File: config.mk
export PLATFORM = sky130hd
export DESIGN_NAME = mmio_console_tx_flat
export DESIGN_NICKNAME = d
export VERILOG_FILES = /design/src/rtl/mmio_console_tx_if.sv /design/src/rtl/mmio_console_tx.sv /design/src/flat_wrapper.sv
export SDC_FILE = /design/constraint.sdc
export NUM_CORES = 1
export LEC_CHECK = 0
export ABC_AREA = 1
export ABC_CLOCK_PERIOD_IN_PS = 2880
export CORE_MARGIN = 2
export CORE_UTILIZATION = 35
export DETAILED_ROUTE_END_ITERATION = 8
export SYNTH_ARGS = -nofsm -noshare
export SYNTH_HDL_FRONTEND = slang
export SYNTH_SLANG_ARGS = --single-unit
export TNS_END_PERCENT = 1
File: constraint.sdc
create_clock -name clk -period 2.88 [get_ports clk]
set_clock_uncertainty 0.05 [all_clocks]
set_input_delay 0.864 -clock clk [delete_from_list [all_inputs] [get_ports clk]]
set_output_delay 0.864 -clock clk [all_outputs]
set_load 0.005 [all_outputs]
File: src/rtl/mmio_console_tx_if.sv
`default_nettype none
// ============================================================================
// Module   : mmio_console_tx_if
// Purpose  : Processor data-bus view of the console transmitter.
// Revision : 1.0 - initial release
// ============================================================================
interface mmio_console_tx_if;
   logic [31:0] dataadr;
   logic [31:0] writedata;
   logic [1:0]  memwrite;
   logic [31:0] readdata;
   logic        hit;

   modport master (output dataadr, output writedata, output memwrite,
                   input readdata, input hit);
   modport slave  (input dataadr, input writedata, input memwrite,
                   output readdata, output hit);
endinterface
`default_nettype wire

File: src/rtl/mmio_console_tx.sv
`default_nettype none
// ============================================================================
// Module   : mmio_console_tx
// Purpose  : Memory-mapped word FIFO feeding an 8N1 serial transmitter.
// Revision : 1.0 - initial release
// ============================================================================
module mmio_console_tx #(
   parameter int          CLKS_PER_BIT = 4,
   parameter int          FIFO_DEPTH   = 4,
   parameter logic [31:0] ADDR_TXDATA  = 32'hFFFF_FFF0,
   parameter logic [31:0] ADDR_STATUS  = 32'hFFFF_FFF4
) (
   input  wire logic        clk,
   input  wire logic        reset,
   mmio_console_tx_if.slave bus,
   output logic             tx,
   output logic             busy
);
   localparam int c_baud_w = $clog2(CLKS_PER_BIT);
   localparam int c_ptr_w  = $clog2(FIFO_DEPTH);
   localparam int c_cnt_w  = c_ptr_w + 1;
   localparam logic [c_baud_w-1:0] c_baud_last = c_baud_w'(CLKS_PER_BIT - 1);
   localparam logic [c_cnt_w-1:0]  c_depth     = c_cnt_w'(FIFO_DEPTH);

   typedef enum logic [1:0] {
      s_idle  = 2'd0,
      s_start = 2'd1,
      s_data  = 2'd2,
      s_stop  = 2'd3
   } state_t;

   logic [31:0]         r_mem [FIFO_DEPTH];
   logic [c_ptr_w-1:0]  r_wptr, r_rptr;
   logic [c_cnt_w-1:0]  r_count;
   logic                r_ovf;

   state_t              r_state, w_state_nxt;
   logic [c_baud_w-1:0] r_baud, w_baud_nxt;
   logic [2:0]          r_bit, w_bit_nxt;
   logic [1:0]          r_idx, w_idx_nxt;
   logic [31:0]         r_word;

   logic w_push_req, w_clr, w_full, w_empty, w_pop, w_push_ok, w_ovf_set;
   logic w_baud_done;
   logic [7:0] w_byte;

   assign w_push_req  = (bus.memwrite == 2'b01) && (bus.dataadr == ADDR_TXDATA);
   assign w_clr       = (bus.memwrite == 2'b01) && (bus.dataadr == ADDR_STATUS);
   assign w_full      = (r_count == c_depth);
   assign w_empty     = (r_count == '0);
   // A full FIFO still accepts a word when the head leaves on the same edge.
   assign w_push_ok   = w_push_req && (!w_full || w_pop);
   assign w_ovf_set   = w_push_req && w_full && !w_pop;
   assign w_baud_done = (r_baud == c_baud_last);
   assign w_byte      = r_word[{r_idx, 3'b000} +: 8];

   assign busy        = !w_empty || (r_state != s_idle);
   assign bus.hit     = (bus.dataadr == ADDR_TXDATA) || (bus.dataadr == ADDR_STATUS);
   assign bus.readdata = (bus.dataadr == ADDR_STATUS) ?
                         {28'b0, r_ovf, w_full, w_empty, busy} : 32'b0;

   always_ff @(posedge clk) begin
      if (w_push_ok) r_mem[r_wptr] <= bus.writedata;
   end

   always_ff @(posedge clk or posedge reset) begin
      if (reset) begin
         r_wptr  <= '0;
         r_rptr  <= '0;
         r_count <= '0;
         r_ovf   <= 1'b0;
      end else begin
         if (w_push_ok) r_wptr <= r_wptr + 1'b1;
         if (w_pop)     r_rptr <= r_rptr + 1'b1;
         case ({w_push_ok, w_pop})
            2'b10:   r_count <= r_count + 1'b1;
            2'b01:   r_count <= r_count - 1'b1;
            default: r_count <= r_count;
         endcase
         if (w_clr)          r_ovf <= 1'b0;
         else if (w_ovf_set) r_ovf <= 1'b1;
      end
   end

   always_ff @(posedge clk or posedge reset) begin
      if (reset) begin
         r_state <= s_idle;
         r_baud  <= '0;
         r_bit   <= '0;
         r_idx   <= '0;
         r_word  <= '0;
      end else begin
         r_state <= w_state_nxt;
         r_baud  <= w_baud_nxt;
         r_bit   <= w_bit_nxt;
         r_idx   <= w_idx_nxt;
         if (w_pop) r_word <= r_mem[r_rptr];
      end
   end

   always_comb begin
      w_state_nxt = r_state;
      w_baud_nxt  = r_baud;
      w_bit_nxt   = r_bit;
      w_idx_nxt   = r_idx;
      w_pop       = 1'b0;
      case (r_state)
         s_idle: begin
            if (!w_empty) begin
               w_pop       = 1'b1;
               w_idx_nxt   = 2'd3;
               w_baud_nxt  = '0;
               w_bit_nxt   = '0;
               w_state_nxt = s_start;
            end
         end
         s_start: begin
            if (w_baud_done) begin
               w_baud_nxt  = '0;
               w_state_nxt = s_data;
            end else begin
               w_baud_nxt = r_baud + 1'b1;
            end
         end
         s_data: begin
            if (w_baud_done) begin
               w_baud_nxt = '0;
               if (r_bit == 3'd7) begin
                  w_bit_nxt   = '0;
                  w_state_nxt = s_stop;
               end else begin
                  w_bit_nxt = r_bit + 1'b1;
               end
            end else begin
               w_baud_nxt = r_baud + 1'b1;
            end
         end
         s_stop: begin
            if (w_baud_done) begin
               w_baud_nxt = '0;
               if (r_idx != 2'd0) begin
                  w_idx_nxt   = r_idx - 1'b1;
                  w_state_nxt = s_start;
               end else begin
                  w_state_nxt = s_idle;
               end
            end else begin
               w_baud_nxt = r_baud + 1'b1;
            end
         end
         default: w_state_nxt = s_idle;
      endcase
   end

   always_comb begin
      tx = 1'b1;
      case (r_state)
         s_start: tx = 1'b0;
         s_data:  tx = w_byte[r_bit];
         default: tx = 1'b1;
      endcase
   end
endmodule
`default_nettype wire

File: src/flat_wrapper.sv
// flat-port wrapper written by rule: the top's interface ports become plain ports
module mmio_console_tx_flat 
#(
   parameter int          CLKS_PER_BIT = 4,
   parameter int          FIFO_DEPTH   = 4,
   parameter logic [31:0] ADDR_TXDATA  = 32'hFFFF_FFF0,
   parameter logic [31:0] ADDR_STATUS  = 32'hFFFF_FFF4
)
  (clk, reset, tx, busy, bus_dataadr, bus_writedata, bus_memwrite, bus_readdata, bus_hit);
  mmio_console_tx_if bus_i ();
  input  wire logic clk;
  input  wire logic reset;
  output logic tx;
  output logic busy;
  input wire logic [$bits(bus_i.dataadr)-1:0] bus_dataadr;
  input wire logic [$bits(bus_i.writedata)-1:0] bus_writedata;
  input wire logic [$bits(bus_i.memwrite)-1:0] bus_memwrite;
  output wire logic [$bits(bus_i.readdata)-1:0] bus_readdata;
  output wire logic [$bits(bus_i.hit)-1:0] bus_hit;
  assign bus_i.dataadr = bus_dataadr;
  assign bus_i.writedata = bus_writedata;
  assign bus_i.memwrite = bus_memwrite;
  assign bus_readdata = bus_i.readdata;
  assign bus_hit = bus_i.hit;
  mmio_console_tx #(.CLKS_PER_BIT(CLKS_PER_BIT), .FIFO_DEPTH(FIFO_DEPTH), .ADDR_TXDATA(ADDR_TXDATA), .ADDR_STATUS(ADDR_STATUS)) u_core (.clk(clk), .reset(reset), .bus(bus_i), .tx(tx), .busy(busy));
endmodule
==> reports/metrics.csv, run 1 <==
stage,metric,value,unit
outcome,outcome,"complete, no violations",
global_routing,total grt overflow,0,
global_routing,busiest layer in global routing,met2,
worst_setup_path,Crit Path Max Fanout,2,
sta,Final period util,0.988,
floorplanning,Ports,103,
logic_synthesis,fraction of registers with async set/reset,0.277,
power_and_ir_drop,P_int,4100,uW
logic_synthesis,number of synthesized flops with an enable pin,128,
worst_setup_path,worst-path cell chain,"clkbuf_2, nand2_2, nor2_2, nand2_1, nor2_2, nand3_2, buf_4, buf_4, a21oi_2, buf_2",
clocking,CTS max path bufs,2,
clocking,CTS tree,done,
worst_setup_path,data required time of the worst path,1.97,ns
logic_synthesis,Syn Area/Cell,10.9,um^2
logic_synthesis,Synth area leader,edfxtp_1,
clocking,CTS Buf Count,17,
routing,drt via density,4.78,
clocking,CTS Root Cell,clkbuf_16,
clocking,clk sink count,177,
finish,layout cells sized above 1,0.208,
finish,Antenna diodes,0,
power_and_ir_drop,Sw Share,0.201,
sta,Tmin final,2.85,ns
routing,WL final,16.8,mm
global_routing,vias in the first global route,5293,
routing,Final ANT Viol Nets,0,
sta,setup_tns,0,ns
logic_synthesis,Mapped Area,7860,um^2
logic_synthesis,top post-synthesis cells by area,"edfxtp_1 49%, dfrtp_1 16%, nor2_1 8.9%",
worst_setup_path,Bufs and invs on worst path,4,
sta,RSZ-0062 raised after global routing,true,
logic_synthesis,"Distinct cells, synth",36,
global_routing,met1 Use GR,0.187,
placed_design,DP HPWL,10.5,mm
worst_setup_path,crit path kind,in2out,
routing,Avg WL per Cell,14.8,um
logic_synthesis,"Top FF cell, synth",edfxtp_1,
power_and_ir_drop,part of the power in registers,0.533,
floorplanning,Core Footprint,22000,um^2
worst_setup_path,Worst setup SP type,input port,
worst_setup_path,Crit-path slowest cell,nor2_2,
power_and_ir_drop,maximum VDD drop,401,uV
global_routing,largest net degree at the start of global routing,67,
global_routing,initial antenna violation count,0,
power_and_ir_drop,Logic pwr share,0.033,
worst_setup_path,endpoint type of the worst setup path,output pin,
logic_synthesis,"Seq/Total Area, Yosys",0.645,
routing,Iteration-0 DRC Markers,380,
clocking,later-pin clock latency in the skew report,0.43,ns
sta,final hold vios,0,
worst_setup_path,CP arrival,1.93,ns
logic_synthesis,Synth Register Bits,177,
global_routing,total global-route track usage,0.146,
logic_synthesis,post-synth top area share,0.489,
floorplanning,Initial Util,0.358,
logic_synthesis,synth warn,0,
placed_design,gpl congestion,0.837,
sta,Final Max Tran Viols,0,
job,max cap viols,0,
power_and_ir_drop,NetSw,1030,uW
power_and_ir_drop,leakage power,0.00380,uW
floorplanning,total die area,23700,um^2
floorplanning,Die W,154,um
logic_synthesis,Mapped Cells,724,
sta,headroom to the max-slew limit,0.499,
routing,vias,5422,
worst_setup_path,top cell family by delay on the critical path,buffers and inverters,
clocking,clk slew on worst S/H paths,0.06,ns
worst_setup_path,CP peak stage delay,0.14,ns
clocking,htree depth,4,
finish,area grow syn2layout,24.1,%
sta,setup violators final,0,
floorplanning,FP Rows,54,
power_and_ir_drop,Power Total,5130,uW
worst_hold_path,Hold Crit Class,reg2reg,
finish,final net count,925,
global_routing,first-pass GRT wire length,27.2,mm
global_routing,met3 Use GR,0.0271,
sta,max frequency,0.351,GHz
power_and_ir_drop,Clock power frac,0.434,
clocking,hold_buf cts,0,
power_and_ir_drop,Power Dens Cells,527,nW/um^2
routing,drc violations,0,
placed_design,IO buf count,74,
routing,drt first pass iters,4,
floorplanning,die height,154,um
sta,worst slew pin tran,0.752,ns
global_routing,GRT met2 Usage,0.251,
-- power groups by stage --
stage / logic, uW / clock network [uW] / registers [uW]
2_1_floorplan: 57.5 / 0 / 2790
3_3_place_gp: 173 / 0 / 2790
3_5_place_dp: 175 / 0 / 2790
4_1_cts: 167 / 2270 / 2740
5_1_grt: 187 / 2360 / 2730
6_report: 169 / 2230 / 2740
-- area by class of cell --
cell class                 count  area [um^2]
fill                        2027        12200
sequential                   177         5070
multi-input combinational    481         2490
timing repair buffer         131         1120
clock buffer                  18          429
tap                          280          350
clock inverter                14          141
inverter                      34          135
-- Yosys cell counts, types with 2 or more instances --
cell type	n
a21oi_1	3
a31oi_1	23
a31oi_2	10
buf_2	10
buf_4	34
buf_6	6
clkbuf_1	8
dfrtp_1	49
edfxtp_1	128
ha_1	14
inv_1	29
inv_2	4
nand2_1	68
nand3_1	37
nand4_1	13
nor2_1	187
nor2_2	2
o21ai_0	54
o21ai_1	26
xnor2_1	2
xor2_1	2
-- logic make-up after synthesis --
| family | count (synthesis) | share of synthesized area |
|---|---|---|
| AND/OR/NAND/NOR | 317 | 0.168 |
| AO/OA/AOI/OAI | 116 | 0.0871 |
| other | 1 | 0.000477 |
| buffers and inverters | 93 | 0.0683 |
| adder cells (fa/ha/maj) | 15 | 0.0248 |
| XOR/XNOR | 4 | 0.00446 |
| flip-flops | 177 | 0.645 |
| multiplexers | 1 | 0.00143 |
-- per-stage QoR --
step	hold WS, ns	area, um^2	worst slack, ns	std cells	utilization
after floorplan	0.432	7960	-0.449	751	-
after detailed placement	0.469	9030	-0.726	1087	0.411
final	0.479	9750	0.0342	1135	0.444
after CTS	0.487	9730	-0.00745	1132	0.443
after global placement	0.463	9030	-0.699	1087	0.411
after global routing	0.534	9750	-0.0437	1135	0.444
-- state kept, by name, summed over array words and instances, names as in the netlist, 3 cells and up --
signal          flops
u_core.r_bit        3
u_core.r_mem      128
u_core.r_word      32
u_core.r_count      3
-- routing by layer --
| layer | routed length, um | share of wire | up-vias |
|---|---|---|---|
| met1 | 7560 | 0.45 | 2603 |
| met5 | 0 | 0 | - |
| met3 | 657 | 0.039 | 17 |
| met4 | 225 | 0.013 | 0 |
| met2 | 8380 | 0.50 | 123 |
| li1 | - | - | 2679 |
-- cell usage in the layout, fill, tap and decap left out, types with 3 or more instances in the layout --
cell type	Yosys	final
inv_1	29	26
inv_2	4	7
dfrtp_1	49	45
o21ai_0	54	52
dfrtp_2	0	4
buf_4	34	45
clkbuf_16	0	17
nor2_2	2	10
edfxtp_1	128	128
o21ai_1	26	28
clkinv_2	0	3
nand4_1	13	13
nand2_1	68	64
clkbuf_2	0	23
ha_1	14	13
clkdlybuf4s50_1	0	35
nand3_1	37	28
buf_6	6	13
a31oi_1	23	23
conb_1	1	28
clkinv_4	0	3
buf_12	0	5
nor2_1	187	177
a31oi_2	10	10
nand3_2	1	9
buf_2	10	5
nand2_2	1	5
-- worst min-delay path: cells and delay by family, from the launching register on --
kind             cells  cell delay (ns)
flip-flops           1             0.35
AND/OR/NAND/NOR      2             0.14
-- what timing repair did --
action / in CTS / in global routing
buffers inserted: 12 / 3
setup endpoints to repair: 7 / 8
resized for setup: 95 / 72
pin swaps: 19 / 24
hold endpoints to repair: 0 / 0
cloned: 1 / 0
-- path summary, 6_finish.rpt --
path                                        start                end  slack (ns)  cells past startpoint
worst max-delay path              bus_dataadr[17]    bus_readdata[0]        0.03                     10
worst min-delay path             u_core.r_baud[1]   u_core.r_baud[1]        0.48                      2
worst max register to register  u_core.r_state[0]  u_core.r_count[2]        0.65                     10
worst min register to register   u_core.r_baud[1]   u_core.r_baud[1]        0.48                      2
max in group asynchronous                   reset  u_core.r_word[27]        1.54                      3
min in group asynchronous                   reset    u_core.r_idx[1]        0.72                      2
(Power assumes the default switching activity.)
==> run 2: changes to the inputs <==
--- a/config.mk
+++ b/config.mk
@@ -10,6 +10,7 @@
 export CORE_MARGIN = 2
 export CORE_UTILIZATION = 35
 export DETAILED_ROUTE_END_ITERATION = 8
+export SETUP_SLACK_MARGIN = 0.4
 export SYNTH_ARGS = -nofsm -noshare
 export SYNTH_HDL_FRONTEND = slang
 export SYNTH_SLANG_ARGS = --single-unit
==> reports/metrics.csv, run 2 (synthesis results as in run 1) <==
stage,metric,value,unit
clocking,CTS max path bufs,2,
finish,fillcell total,2049,
clocking,later-pin clock latency in the skew report,0.43,ns
worst_setup_path,CP peak stage delay,0.18,ns
power_and_ir_drop,maximum VDD drop,412,uV
routing,Final ANT Viol Nets,0,
placed_design,DP HPWL,10.8,mm
floorplanning,die height,154,um
clocking,CTS Buf Count,17,
global_routing,initial antenna violation count,0,
sta,max frequency,0.361,GHz
finish,"final std cell area, no fill",10100,um^2
sta,worst slew pin tran,0.715,ns
finish,final net count,937,
sta,Final Max Tran Viols,0,
placed_design,IO buf count,74,
worst_setup_path,slack of the worst reg-to-reg path,0.84,ns
finish,Antenna diodes,0,
worst_setup_path,Worst setup SP type,input port,
worst_setup_path,Reg-to-Reg End,u_core.r_count[2],
worst_setup_path,CP arrival,1.86,ns
worst_setup_path,Bufs and invs on worst path,3,
finish,storage element area,5070,um^2
clocking,htree depth,4,
global_routing,total grt overflow,0,
job,max cap viols,0,
clocking,hold_buf cts,0,
worst_setup_path,reg2reg start,u_core.r_state[1],
finish,"most common cell after layout, fill and taps aside",nor2_1,
worst_setup_path,Crit Path Max Fanout,3,
routing,vias,5565,
clocking,CTS Root Cell,clkbuf_16,
sta,setup violators final,0,
worst_setup_path,crit path kind,in2out,
routing,drc violations,0,
power_and_ir_drop,leakage power,0.00399,uW
worst_setup_path,top cell family by delay on the critical path,simple AND/OR/NAND/NOR gates,
worst_setup_path,data required time of the worst path,1.97,ns
worst_hold_path,Hold EP,u_core.r_ovf,
worst_setup_path,Setup crit start,bus_dataadr[3],
power_and_ir_drop,Power Dens Cells,516,nW/um^2
floorplanning,Initial Util,0.358,
sta,RSZ-0062 raised after global routing,true,
clocking,clk sink count,177,
floorplanning,FP Rows,54,
worst_setup_path,endpoint type of the worst setup path,output pin,
routing,Iteration-0 DRC Markers,363,
worst_hold_path,Worst Hold Depth,2,
sta,headroom to the max-slew limit,0.523,
global_routing,total global-route track usage,0.149,
floorplanning,Core Footprint,22000,um^2
finish,top flop regs,"u_core.r_mem x128, u_core.r_word x32",
sta,final hold vios,0,
placed_design,Placed Area,9170,um^2
routing,drt via density,4.85,
clocking,CTS tree,done,
routing,Avg WL per Cell,15.1,um
worst_hold_path,Hold Crit Class,reg2reg,
worst_setup_path,worst-path cell chain,"buf_6, nor2_2, nand4_1, nor2_4, nand3_4, buf_6, nor4_2, buf_2",
clocking,clk slew on worst S/H paths,0.07,ns
global_routing,vias in the first global route,5294,
sta,Final period util,0.963,
finish,max FFs per register,128,
routing,WL final,17.3,mm
finish,layout cells sized above 1,0.251,
routing,drt first pass iters,4,
finish,area grow syn2layout,28.3,%
outcome,outcome,"complete, no violations",
global_routing,largest net degree at the start of global routing,67,
floorplanning,Ports,103,
finish,most frequent cells in the layout,"178 x nor2_1, 128 x edfxtp_1, 53 x o21ai_0, 53 x buf_4, 51 x nand2_1",
worst_setup_path,Crit path top cell by count,buf_6,
worst_setup_path,worst r2r path cells,10,
worst_hold_path,origin of the worst min-delay path,u_core.r_ovf,
power_and_ir_drop,Power Total,5200,uW
sta,Tmin final,2.77,ns
placed_design,gpl congestion,0.811,
floorplanning,total die area,23700,um^2
finish,multi-input logic area,2640,um^2
floorplanning,Die W,154,um
global_routing,first-pass GRT wire length,27.4,mm
finish,Biggest register,u_core.r_mem,
worst_setup_path,Crit-path slowest cell,nor2_4,
-- run 2: cell types whose count changed in the layout (fill, tap and decap cells not counted), sizes merged --
| cell | delta |
|---|---|
| buf | +26 |
| inv | +4 |
| clkdlybuf4s50 | +1 |
| clkinv | -2 |
| clkbuf | -15 |
| dlymetal6s2s | -1 |
| clkdlybuf4s15 | -1 |
-- run 2: timing repair --
item	in CTS	in global routing
cloned	2	0
setup endpoints to repair	138	138
pin swaps	22	38
setup buffers	17	6
gates resized for setup	135	74
-- run 2: through the flow --
| stage | TNS [ns] | util | hold slack (ns) | instances | setup WS [ns] |
|---|---|---|---|---|---|
| floorplan | 0 | - | 0.432 | 751 | 0.276 |
| global placement | -48.72 | 0.418 | 0.459 | 1090 | -0.692 |
| detailed placement | -47.78 | 0.418 | 0.471 | 1090 | -0.724 |
| CTS | 0 | 0.449 | 0.483 | 1141 | 0.0164 |
| global route | 0 | 0.459 | 0.493 | 1147 | 0.0362 |
| finish | 0 | 0.459 | 0.470 | 1147 | 0.106 |
-- run 2: area by class of cell --
class | count | area share
timing repair buffer | 142 | 0.129
inverter | 34 | 0.0132
tap | 280 | 0.0347
timing repair inverter | 1 | 0.000620
multi-input combinational | 481 | 0.261
sequential | 177 | 0.503
clock buffer | 17 | 0.0422
clock inverter | 15 | 0.0155
-- run 2: metal layers --
metal / GRT usage / vias to the layer above / wire [um]
li1: - / 2707 / -
met1: 0.190 / 2694 / 7680
met2: 0.254 / 147 / 8640
met3: 0.0361 / 17 / 797
met4: 0.0418 / 0 / 229
met5: 0 / - / 0
-- run 2: worst max-delay path by stage --
stage,endpoint,slack [ns],depth (start not counted)
2_1_floorplan,u_core.r_count[1],0.28,10
3_3_place_gp,bus_hit,-0.69,9
3_5_place_dp,bus_readdata[3],-0.72,9
4_1_cts,bus_readdata[1],0.02,9
5_1_grt,tx,0.04,10
6_report,bus_readdata[1],0.11,8
-- run 2: worst min-delay path, cell delays in order, from the launching register on --
cell	delay, ns
dfrtp_1	0.32
inv_1	0.05
a21oi_1	0.11
-- run 2: power breakdown --
| part | internal [uW] | switching (uW) |
|---|---|---|
| sequential | 2740 | 0.0211 |
| clock | 1290 | 992 |
| combinational | 106 | 81.6 |
